==> config.mk <==
export PLATFORM = sky130hd
export DESIGN_NAME = lspc_vram_cpu_port
export DESIGN_NICKNAME = d
export VERILOG_FILES = /design/src/rtl/lspc_pkg.sv /design/src/rtl/lspc_ack_edge.sv /design/src/rtl/lspc_vram_cpu_port.sv
export SDC_FILE = /design/constraint.sdc
export NUM_CORES = 1
export LEC_CHECK = 0
export BUFFER_PORTS_ARGS = -buffer_cell sky130_fd_sc_hd__buf_2
export CAP_MARGIN = 20
export CORE_UTILIZATION = 45
export DETAILED_ROUTE_END_ITERATION = 7
export GPL_ROUTABILITY_DRIVEN = 0
export HOLD_SLACK_MARGIN = 0.12
export MAX_ROUTING_LAYER = met4
export PLACE_DENSITY = 0.73
export SYNTH_ARGS = -nofsm -noshare
export SYNTH_HDL_FRONTEND = slang
export SYNTH_SLANG_ARGS = --single-unit
==> constraint.sdc <==
create_clock -name CLK -period 2.8 [get_ports CLK]
set_input_delay 0.28 -clock CLK [delete_from_list [all_inputs] [get_ports CLK]]
set_output_delay 0.28 -clock CLK [all_outputs]
set_load 0.005 [all_outputs]
==> src/rtl/lspc_pkg.sv <==
// Shared types and constants for the LSPC VRAM CPU port.
package lspc_pkg;

   localparam int VRAM_ADDR_W   = 16;
   localparam int VRAM_DATA_W   = 16;
   localparam int FAST_VRAM_MSB = 15;

   typedef enum logic [1:0] {
      ST_IDLE = 2'd0,
      ST_REQ  = 2'd1,
      ST_INC  = 2'd2
   } lspc_state_e;

   // Advance within the current VRAM region; the region bit never changes.
   function automatic logic [VRAM_ADDR_W-1:0] vram_addr_advance(
      input logic [VRAM_ADDR_W-1:0]   addr,
      input logic [FAST_VRAM_MSB-1:0] modv
   );
      return {addr[FAST_VRAM_MSB], addr[FAST_VRAM_MSB-1:0] + modv};
   endfunction

endpackage

==> src/rtl/lspc_ack_edge.sv <==
// Registered rising-edge detector for an active-low write-completion strobe.
module lspc_ack_edge (
   input  logic clk,
   input  logic resetp,
   input  logic level,
   output logic ack
);

   logic prev_q;
   logic prev_d;

   always_comb begin
      prev_d = level;
   end

   always_ff @(posedge clk) begin
      if (!resetp) begin
         prev_q <= 1'b1;
      end else begin
         prev_q <= prev_d;
      end
   end

   assign ack = level & ~prev_q;

endmodule

==> src/rtl/lspc_vram_cpu_port.sv <==
// CPU-side VRAM request initiator with modulo address advance and read settle.
// Optional request timeout/abort is enabled with LSPC_VRAM_TIMEOUT_EN.
module lspc_vram_cpu_port
   import lspc_pkg::*;
#(
   parameter int READ_SETTLE = 48
`ifdef LSPC_VRAM_TIMEOUT_EN
   , parameter int TIMEOUT = 4096
`endif
) (
   input  logic                   CLK,
   input  logic                   RESETP,
   input  logic                   REG_WR_ADDR,
   input  logic                   REG_WR_DATA,
   input  logic                   REG_WR_MOD,
   input  logic [VRAM_DATA_W-1:0] CPU_DATA,
   input  logic                   nCPU_WR_LOW,
   input  logic                   nCPU_WR_HIGH,
   input  logic [VRAM_DATA_W-1:0] VRAM_LOW_READ,
   input  logic [VRAM_DATA_W-1:0] VRAM_HIGH_READ,
   output logic [VRAM_ADDR_W-1:0] VRAM_ADDR,
   output logic [VRAM_DATA_W-1:0] VRAM_WRITE,
   output logic                   REG_VRAMADDR_MSB,
   output logic                   nVRAM_WRITE_REQ,
   output logic [VRAM_DATA_W-1:0] CPU_RD_DATA,
   output logic                   CPU_RD_VALID,
   output logic                   CPU_BUSY,
   output logic                   OVERRUN
);

   localparam int SW = $clog2(READ_SETTLE + 1);

   lspc_state_e                state_q, state_d;
   logic [VRAM_ADDR_W-1:0]     addr_q, addr_d;
   logic [FAST_VRAM_MSB-1:0]   mod_q, mod_d;
   logic [VRAM_DATA_W-1:0]     wdata_q, wdata_d;
   logic [VRAM_DATA_W-1:0]     pend_data_q, pend_data_d;
   logic                       pend_full_q, pend_full_d;
   logic                       req_msb_q, req_msb_d;
   logic                       nreq_q, nreq_d;
   logic                       overrun_q, overrun_d;
   logic [SW-1:0]              settle_q, settle_d;
   logic                       ack_low_s, ack_high_s, ack_sel_s, busy_s, abort_s;
`ifdef LSPC_VRAM_TIMEOUT_EN
   localparam int TW = $clog2(TIMEOUT);
   logic [TW-1:0]              to_q, to_d;
`endif

   lspc_ack_edge u_ack_low  (.clk(CLK), .resetp(RESETP), .level(nCPU_WR_LOW),  .ack(ack_low_s));
   lspc_ack_edge u_ack_high (.clk(CLK), .resetp(RESETP), .level(nCPU_WR_HIGH), .ack(ack_high_s));

   always_comb begin
      state_d     = state_q;
      addr_d      = addr_q;
      mod_d       = mod_q;
      wdata_d     = wdata_q;
      pend_data_d = pend_data_q;
      pend_full_d = pend_full_q;
      req_msb_d   = req_msb_q;
      nreq_d      = nreq_q;
      overrun_d   = overrun_q;
      settle_d    = settle_q;
      abort_s     = 1'b0;
`ifdef LSPC_VRAM_TIMEOUT_EN
      to_d        = (state_q == ST_REQ) ? to_q + TW'(1) : TW'(0);
`endif
      busy_s      = (state_q != ST_IDLE) | pend_full_q;
      if (req_msb_q) begin
         ack_sel_s = ack_high_s;
      end else begin
         ack_sel_s = ack_low_s;
      end

      if (settle_q != SW'(0)) begin
         settle_d = settle_q - SW'(1);
      end else begin
         settle_d = settle_q;
      end

      // Register loads precede the FSM so a same-cycle data write sees the new address.
      if (REG_WR_ADDR) begin
         if (!busy_s) begin
            addr_d   = CPU_DATA;
            settle_d = SW'(READ_SETTLE);
         end else begin
            overrun_d = 1'b1;
         end
      end else begin
         addr_d = addr_q;
      end
      if (REG_WR_MOD) begin
         if (!busy_s) begin
            mod_d = CPU_DATA[FAST_VRAM_MSB-1:0];
         end else begin
            overrun_d = 1'b1;
         end
      end else begin
         mod_d = mod_q;
      end

      case (state_q)
         ST_IDLE: begin
            if (REG_WR_DATA) begin
               wdata_d   = CPU_DATA;
               req_msb_d = addr_d[FAST_VRAM_MSB];
               nreq_d    = 1'b0;
               state_d   = ST_REQ;
            end else begin
               state_d = ST_IDLE;
            end
         end
         ST_REQ: begin
            if (ack_sel_s) begin
               nreq_d  = 1'b1;
               state_d = ST_INC;
`ifdef LSPC_VRAM_TIMEOUT_EN
            end else if (to_q == TW'(TIMEOUT - 1)) begin
               abort_s     = 1'b1;
               nreq_d      = 1'b1;
               pend_full_d = 1'b0;
               overrun_d   = 1'b1;
               to_d        = TW'(0);
               state_d     = ST_IDLE;
`endif
            end else begin
               state_d = ST_REQ;
            end
         end
         ST_INC: begin
            addr_d   = vram_addr_advance(addr_q, mod_q);
            settle_d = SW'(READ_SETTLE);
            if (pend_full_q) begin
               wdata_d     = pend_data_q;
               pend_full_d = 1'b0;
               nreq_d      = 1'b0;
               state_d     = ST_REQ;
            end else begin
               state_d = ST_IDLE;
            end
         end
         default: begin
            nreq_d  = 1'b1;
            state_d = ST_IDLE;
         end
      endcase

      // A slot freed by INC this cycle can take the new write without overrun.
      if (REG_WR_DATA && (state_q != ST_IDLE) && !abort_s) begin
         if (pend_full_d) begin
            overrun_d = 1'b1;
         end else begin
            overrun_d = overrun_d;
         end
         pend_data_d = CPU_DATA;
         pend_full_d = 1'b1;
      end else begin
         pend_data_d = pend_data_d;
      end
   end

   always_ff @(posedge CLK) begin
      if (!RESETP) begin
         state_q     <= ST_IDLE;
         addr_q      <= '0;
         mod_q       <= '0;
         wdata_q     <= '0;
         pend_data_q <= '0;
         pend_full_q <= 1'b0;
         req_msb_q   <= 1'b0;
         nreq_q      <= 1'b1;
         overrun_q   <= 1'b0;
         settle_q    <= '0;
`ifdef LSPC_VRAM_TIMEOUT_EN
         to_q        <= '0;
`endif
      end else begin
         state_q     <= state_d;
         addr_q      <= addr_d;
         mod_q       <= mod_d;
         wdata_q     <= wdata_d;
         pend_data_q <= pend_data_d;
         pend_full_q <= pend_full_d;
         req_msb_q   <= req_msb_d;
         nreq_q      <= nreq_d;
         overrun_q   <= overrun_d;
         settle_q    <= settle_d;
`ifdef LSPC_VRAM_TIMEOUT_EN
         to_q        <= to_d;
`endif
      end
   end

   assign VRAM_ADDR        = addr_q;
   assign VRAM_WRITE       = wdata_q;
   assign REG_VRAMADDR_MSB = addr_q[FAST_VRAM_MSB];
   assign nVRAM_WRITE_REQ  = nreq_q;
   assign CPU_RD_DATA      = addr_q[FAST_VRAM_MSB] ? VRAM_HIGH_READ : VRAM_LOW_READ;
   assign CPU_RD_VALID     = (settle_q == SW'(0));
   assign CPU_BUSY         = (state_q != ST_IDLE) | pend_full_q;
   assign OVERRUN          = overrun_q;

endmodule
==> impl_metrics.tcl, run 1 <==
set metrics [dict create \
    ys.flop_type "dfxtp_1" \
    port_buffers 107 \
    r2r-start "VRAM_ADDR[0]$_SDFFE_PN0P_" \
    final_core_util_pct 56.5 \
    antenna_cells 0 \
    vias 3790 \
    final.setup.worst_slack_ps 536 \
    ir_drop_v 0.000268 \
    crit_type "reg -> reg" \
    period_minus_slack_ps 2260 \
    run_status "completed" \
    wire_per_inst_microns 15.3 \
    yosysTopAreaCell "dfxtp_1" \
    netlist_top_cells_area "dfxtp_1, nand2_1, a21oi_1" \
    crit_path_end_kind "register" \
    syn_inst 473 \
    timing.setup.tns_ps 0 \
    grt_usage_pct 24.3 \
    hp-class "in -> reg" \
    drc_errors 0 \
    drv_cap 0 \
    post_cts_resized 0 \
    cts_buffers 9 \
    synth_area_per_cell_sq_um 8.41 \
    crit_required_ps 3040 \
    power.density_nw_per_um2 588 \
    clkTransAtPathRegs_ps 80 \
    die_x_microns 96.0 \
    power_frac_seq_pct 46.0 \
    synth_most_common_cell "nand2_1" \
    p_leak_nw 2.06 \
    grt_max_degree 66 \
    p_comb_share_pct 24.3 \
    max_freq_ghz 0.442 \
    synth_commonest_cells "nand2_1, dfxtp_1, a21oi_1" \
    finClkSkew_ps 7.92 \
    max_slew.worst_pin.slew_ps 760 \
    die-area_sq_um 9220 \
    drive_above_1_share_pct 27.8 \
    grt_pass1_vias 3502 \
    fin_crit_sh_pct 80.8 \
    placementRows 33 \
    async_flop_share_pct 0 \
    cts_max_path_buffers 2 \
    start_util_pct 47.5 \
    routed_wl_mm 10.4 \
    via_per_inst 5.60 \
    clkPwrFrac_pct 29.6 \
    cp-start-kind "register" \
    cts_tree "yes" \
    syn-num-nets 545 \
    grt_overflow_total 0 \
    relSlewSlack_pct 49.3 \
    grt_pass1_wl_mm 16.5 \
    finalHoldViolCount 0 \
    nNetsFinal 640 \
    synth_cell_type_count 61 \
    first_iter_violations 190 \
    yosysWarnings 0 \
    core_sq_um 8380 \
    die_h_microns 96.0 \
    cts-root-buf "clkbuf_8" \
    rsz0062_at_grt "false" \
    synth_seq_cells 77 \
    htree_num_levels 3 \
    p_switching_uw 865 \
    finalSetupViolCount 0 \
    synth_edf_count 0 \
    clock_latency_ps 350 \
    pre_cts_ws_ps 555 \
    crit_arrival_ps 2510 \
    ant_nets 0 \
    drv_slew 0 \
    area_growth_pct 19.0 \
    crit_fanout 6 \
    dp_hpwl_mm 7.41 \
    worstHoldStart "CPU_DATA[15]" \
    cts_sinks 77 \
    p_sw_share_pct 31.0 \
    cp-startpoint "VRAM_ADDR[0]$_SDFFE_PN0P_" \
    ioPinCount 108 \
    p_int_mw 1.92 \
    antenna_found_initial 0 \
    yosysSeqAreaShare_pct 38.7 \
    syn_area_sq_um 3980 \
    firstDrtPassIters 4 \
    yosysTopAreaCellShare_pct 38.7 \
]
## area by class of cell
| class | instances | area [sq um] |
|---|---|---|
| Clock buffer | 9 | 124 |
| Clock inverter | 6 | 63.8 |
| Fill cell | 779 | 3650 |
| Inverter | 10 | 37.5 |
| Multi-Input combinational cell | 354 | 2230 |
| Sequential cell | 77 | 1540 |
| Tap cell | 105 | 131 |
| Timing Repair Buffer | 116 | 608 |
## logic make-up (layout without fill, tap and decap cells)
| group | Yosys count | after routing | share of synthesized area [%] |
|---|---|---|---|
| flip-flops | 77 | 77 | 38.7 |
| AO/OA/AOI/OAI | 123 | 123 | 22.2 |
| buffers and inverters | 42 | 141 | 5.34 |
| XOR/XNOR | 8 | 8 | 1.76 |
| adder cells (fa/ha/maj) | 17 | 17 | 5.53 |
| multiplexers | 23 | 23 | 6.35 |
| AND/OR/NAND/NOR | 183 | 183 | 20.1 |
## stage by stage
| stage | power [mW] | hold slack (ps) | area (sq um) | instances |
|---|---|---|---|---|
| floorplan | 1.77 | 381 | 3980 | 473 |
| global placement | 1.96 | 443 | 4530 | 660 |
| detailed placement | 1.98 | 449 | 4530 | 660 |
| CTS | 2.81 | 124 | 4710 | 675 |
| global route | 2.96 | 192 | 4730 | 677 |
| finish | 2.78 | 204 | 4730 | 677 |
## repair_timing
item                      CTS  global route
hold endpoints to repair    0             2
buffers inserted            0             0
hold buffers                0             2
## per-layer routing
metal | part of all wire (%) | vias to the layer above | GRT usage [%]
li1 | - | 1871 | -
met1 | 44 | 1742 | 29.4
met2 | 48 | 162 | 39.8
met3 | 6.6 | 15 | 4.19
met4 | 2.0 | 0 | 10.1
met5 | 0 | - | -
## final timing paths
| kind | slack [ps] | depth (start not counted) | to |
|---|---|---|---|
| min reg2reg | 460 | 2 | pend_data_q[14]$_SDFFE_PN0P_ |
| max reg2reg | 540 | 8 | VRAM_ADDR[14]$_SDFFE_PN0P_ |
| min | 200 | 3 | pend_data_q[15]$_SDFFE_PN0P_ |
| max | 540 | 8 | VRAM_ADDR[14]$_SDFFE_PN0P_ |
## flip-flops by register name, summed over array words and instances (netlist names)
register / cells
req_msb_q: 1
mod_q: 15
settle_q: 6
pend_data_q: 16
pend_full_q: 1
OVERRUN: 1
state_q: 2
nVRAM_WRITE_REQ: 1
u_ack_low.prev_q: 1
VRAM_ADDR: 16
u_ack_high.prev_q: 1
VRAM_WRITE: 16
## cell usage in the layout (no fill, tap or decap), types with 5 or more instances in the layout
master    count
xnor2_1       8
dfxtp_1      77
mux2i_1       5
nor3_1        9
inv_1         9
nand3_1       6
mux2_2       17
o21ai_0       6
a21oi_1      46
buf_4         7
clkbuf_8      9
a211oi_1      7
ha_1         16
a311oi_1     17
buf_2       107
nand2_1     112
nor2_1       30
## power by group through the flow
stage	Sequential, mW	Clock, mW	Combinational, mW
2_1_floorplan	1.29	0	0.484
3_3_place_gp	1.30	0	0.661
3_5_place_dp	1.31	0	0.675
4_1_cts	1.28	0.844	0.681
5_1_grt	1.30	0.899	0.768
6_report	1.28	0.826	0.678
## worst max-delay path: stages (launching register included)
cell and delay [ps]:
dfxtp_1 360, ha_1 170, inv_1 50, fa_1 400
and2b_1 240, o2111ai_2 190, a2111oi_1 520, or4_1 170
nand3_1 60
Power figures use the tool's default switching activity.
==> run 2: changes to the inputs <==
clock period = 2.1 ns   (was 2.8 ns; I/O delays follow)
==> impl_metrics.tcl, run 2 (synthesis gave the netlist of run 1 again) <==
set metrics [dict create \
    grt_max_degree 40 \
    cts_buffers 9 \
    finalSetupViolCount 0 \
    grt_pass1_vias 3582 \
    max_slew.worst_pin.slew_ps 780 \
    drive_above_1_share_pct 31.6 \
    pre_cts_ws_ps -119 \
    crit_fanout 5 \
    p_comb_share_pct 25.7 \
    core_sq_um 8380 \
    r2r-start "VRAM_ADDR[0]$_SDFFE_PN0P_" \
    clkPwrFrac_pct 28.7 \
    cp-start-kind "register" \
    path_cells "ha_4 > inv_2 > fa_2 > and2b_2 > o2111ai_4 > buf_6 > and3_4 > nor3_2 > a211oi_2" \
    cp-startpoint "VRAM_ADDR[0]$_SDFFE_PN0P_" \
    reg2reg_slack_ps 70 \
    crit_path_end_kind "register" \
    final_cell_mix "nand2_1, buf_2, dfxtp_1, a21oi_1, nor2_1" \
    ioPinCount 108 \
    port_buffers 107 \
    ir_drop_v 0.000332 \
    die_h_microns 96.0 \
    grt_overflow_total 0 \
    clkTransAtPathRegs_ps 80 \
    power_frac_seq_pct 45.5 \
    cts-root-buf "clkbuf_8" \
    die_x_microns 96.0 \
    vias 3885 \
    finalHoldViolCount 0 \
    cts_tree "yes" \
    p_sw_share_pct 31.1 \
    run_status "completed" \
    p_leak_nw 2.12 \
    slowest_delay_ps 360 \
    grt_usage_pct 25.6 \
    ant_nets 0 \
    crit_required_ps 2340 \
    routed_wl_mm 11.0 \
    power.density_nw_per_um2 761 \
    dp_hpwl_mm 7.89 \
    timing.hold.ws_ps 127 \
    final.setup.worst_slack_ps 65.4 \
    p_int_mw 2.57 \
    drv_cap 0 \
    drc_errors 0 \
    crit_end "VRAM_ADDR[6]$_SDFFE_PN0P_" \
    crit_path_top_delay_cell "dfxtp_2" \
    grt_pass1_wl_mm 17.3 \
    finClkSkew_ps 8.63 \
    period_minus_slack_ps 2030 \
    htree_num_levels 3 \
    max_freq_ghz 0.491 \
    nNetsFinal 652 \
    final_common_cell "nand2_1" \
    rsz0062_at_grt "true" \
    relSlewSlack_pct 47.9 \
    fin_crit_sh_pct 96.9 \
    antenna_found_initial 0 \
    start_util_pct 47.5 \
    worst-r2r-cell-count 9 \
    first_iter_violations 187 \
    antenna_cells 0 \
    cts_sinks 77 \
    placementRows 33 \
    firstDrtPassIters 5 \
    clock_latency_ps 360 \
    p_switching_mw 1.16 \
    crit_arrival_ps 2270 \
    cts_max_path_buffers 2 \
    crit_type "reg -> reg" \
    via_per_inst 5.65 \
    nFillCells 792 \
    die-area_sq_um 9220 \
    drv_slew 0 \
    area_growth_pct 23.4 \
    rr_endpoint "VRAM_ADDR[6]$_SDFFE_PN0P_" \
    wire_per_inst_microns 16.0 \
    hp-class "in -> reg" \
]
-- run 2: per-layer routing --
layer  track usage (%)  part of all wire [%]  wire length, microns
met1              30.1                    43                  4690
met2              41.9                    48                  5220
met3              6.08                   6.5                   708
met4              10.8                   3.2                   350
met5                 -                     0                     0
-- run 2: worst min path at each step --
stage | to | slack [ps] | depth (start not counted) | from
after floorplan | u_ack_high.prev_q$_SDFF_PN1_ | 310 | 1 | nCPU_WR_HIGH
after global placement | u_ack_high.prev_q$_SDFF_PN1_ | 410 | 2 | nCPU_WR_HIGH
after detailed placement | u_ack_high.prev_q$_SDFF_PN1_ | 420 | 2 | nCPU_WR_HIGH
after CTS | mod_q[1]$_SDFFE_PN0P_ | 120 | 3 | CPU_DATA[1]
after global routing | mod_q[12]$_SDFFE_PN0P_ | 120 | 3 | CPU_DATA[12]
final | pend_data_q[13]$_SDFFE_PN0P_ | 130 | 3 | CPU_DATA[13]
-- run 2: area by class of cell --
type                       count  area (sq um)  share of cell area, %
multi-input combinational    354          2310                   47.1
sequential                    77          1540                   31.4
inverter                      10          37.5                  0.765
clock inverter                 5          53.8                   1.10
tap                          105           131                   2.68
clock buffer                   9           124                   2.52
timing repair buffer         128           708                   14.4
-- run 2: power groups by stage --
stage / Clock, mW / Combinational, mW / Sequential, mW
final: 1.07 / 0.962 / 1.70
after global routing: 1.15 / 1.08 / 1.72
after CTS: 1.09 / 0.953 / 1.70
after detailed placement: 0 / 0.939 / 1.73
after global placement: 0 / 0.908 / 1.72
after floorplan: 0 / 0.645 / 1.72
-- run 2: worst max-delay path, delay by kind of cell, from the launching register on --
kind,cells,cell delay [ps]
simple gates,3,620
compound gates,2,250
flops,1,360
buf+inv,2,210
fa+ha+maj,2,470
-- run 2: what timing repair did --
| action | 4_1_cts | 5_1_grt |
|---|---|---|
| hold buffers | 3 | 0 |
| setup buffers | 0 | 1 |
| pin swaps | 2 | 8 |
| gates cloned | 0 | 0 |
| gates resized for setup | 5 | 15 |
| endpoints found under the setup margin | 3 | 6 |
| endpoints found under the hold margin | 3 | 0 |
-- run 2: metrics by stage --
| stage | util, % | TNS (ps) | area, sq um | std cells | total power, mW |
|---|---|---|---|---|---|
| 6_report | 58.6 | 0 | 4910 | 688 | 3.73 |
| 5_1_grt | 58.6 | -1.69 | 4910 | 688 | 3.95 |
| 3_3_place_gp | 54.8 | -60.9 | 4590 | 669 | 2.63 |
| 3_5_place_dp | 54.9 | -157 | 4610 | 670 | 2.67 |
| 4_1_cts | 57.7 | 0 | 4840 | 687 | 3.74 |
| 2_1_floorplan | - | 0 | 3980 | 473 | 2.36 |
==> run 3: changes to the inputs <==
CORE_UTILIZATION = 53   (was 45)
PLACE_DENSITY = 0.84   (was 0.73)
==> impl_metrics.tcl, run 3 (synthesis gave the netlist of run 1 again) <==
set metrics [dict create \
    run_status "completed" \
    hp-class "in -> reg" \
    cts_buffers 9 \
    antenna_found_initial 0 \
    die_x_microns 88.7 \
    dr_wl_met3_microns 770 \
    crit_path_top_delay_cell "a2111oi_4" \
    drive_above_1_share_pct 31.2 \
    grt_overflow_total 0 \
    ioPinCount 108 \
    grt_usage_pct 28.8 \
    cts-root-buf "clkbuf_8" \
    timing.hold.ws_ps 123 \
    final_cell_mix "nand2_1, buf_2, dfxtp_1, a21oi_1, nor2_1" \
    start_util_pct 54.9 \
    crit_family "compound AO/OA/AOI/OAI gates" \
    antenna_cells 0 \
    die_h_microns 88.7 \
    finalSetupViolCount 0 \
    wire_per_inst_microns 15.8 \
    finalHoldViolCount 0 \
    finClkSkew_ps 7.82 \
    drc_errors 0 \
    core_sq_um 7250 \
    nFillCells 601 \
    clkTransAtPathRegs_ps 90 \
    ir_drop_v 0.000300 \
    via_per_inst 5.88 \
    max_slew.worst_pin.slew_ps 794 \
    grt_pass1_wl_mm 16.6 \
    path_cells "ha_4 > inv_2 > fa_2 > and2b_2 > o2111ai_4 > a2111oi_4 > or4_1 > nand3_1" \
    cts_tree "yes" \
    relSlewSlack_pct 47.0 \
    drv_slew 0 \
    p_leak_nw 2.13 \
    worst-path-buf-inv 1 \
    drt-met1-wl_mm 4.34 \
    crit_fanout 6 \
    slowest_delay_ps 380 \
    port_buffers 107 \
    ant_nets 0 \
    max_freq_ghz 0.488 \
    power_mw 3.97 \
    cts_max_path_buffers 2 \
    routed_wl_mm 10.8 \
    final_common_cell "nand2_1" \
    period_minus_slack_ps 2050 \
    crit_arrival_ps 2300 \
    final_cells 682 \
    cts_sinks 77 \
    power.density_nw_per_um2 801 \
    cp-start-kind "register" \
    place_area_sq_um 4590 \
    wl_met2_mm 5.30 \
    die-area_sq_um 7860 \
    grt_pass1_vias 3597 \
    vias 4008 \
    place_inst 662 \
    firstDrtPassIters 5 \
    dp_hpwl_mm 7.55 \
    clock_latency_ps 360 \
    nNetsFinal 650 \
    htree_num_levels 3 \
    fin_crit_sh_pct 97.6 \
    crit_required_ps 2350 \
    crit_type "reg -> reg" \
    top_layer "met4" \
    first_iter_violations 295 \
    stdcell_area_sq_um 4950 \
    crit_path_end_kind "register" \
    drv_cap 0 \
    area_growth_pct 24.4 \
    grt_max_degree 66 \
    placementRows 31 \
]
==> run 3: final timing paths <==
check	cells past startpoint	endpoint	start	slack [ps]
max reg2reg	8	VRAM_ADDR[14]$_SDFFE_PN0P_	mod_q[0]$_SDFFE_PN0P_	50
min reg2reg	2	mod_q[13]$_SDFFE_PN0P_	mod_q[13]$_SDFFE_PN0P_	460
min	3	mod_q[9]$_SDFFE_PN0P_	CPU_DATA[9]	120
max	8	VRAM_ADDR[14]$_SDFFE_PN0P_	mod_q[0]$_SDFFE_PN0P_	50
==> run 3: layout make-up <==
class / instances / area, sq um / area share, %
Clock inverter: 7 / 105 / 2.12
Clock buffer: 9 / 124 / 2.50
Tap cell: 99 / 124 / 2.50
Inverter: 10 / 37.5 / 0.758
Timing Repair Buffer: 126 / 698 / 14.1
Sequential cell: 77 / 1540 / 31.2
Multi-Input combinational cell: 354 / 2320 / 46.8
==> run 3: metrics by stage <==
step                utilization, %  TNS, ps  setup slack (ps)
CTS                           67.4        0              30.6
global placement              63.3    -54.5             -54.5
floorplan                        -        0              13.3
global route                  68.3    -15.8             -12.7
finish                        68.3        0              50.9
detailed placement            63.3     -278              -162
==> run 3: repair_timing <==
action                                  CTS  global route
pin swaps                                 4             6
endpoints found under the setup margin    4             7
hold buffers                              3             0
hold endpoints to repair                  3             0
setup buffers                             1             1
gates resized for setup                   8            11
==> run 3: tightest hold or removal path, stage by stage <==
cell     delay [ps]
buf_2           120
nand2_1          60
a21oi_1          50
==> run 3: where the power goes <==
part | internal [mW] | switching (mW)
sequential | 1.60 | 0.108
combinational | 0.440 | 0.523
clock | 0.688 | 0.607
total | 2.73 | 1.24
==> run 3: metal layers <==
layer,vias to the layer above,GRT usage [%]
met5,-,-
li1,1895,-
met3,32,4.29
met1,1877,33.7
met2,204,48.4
met4,0,13.5
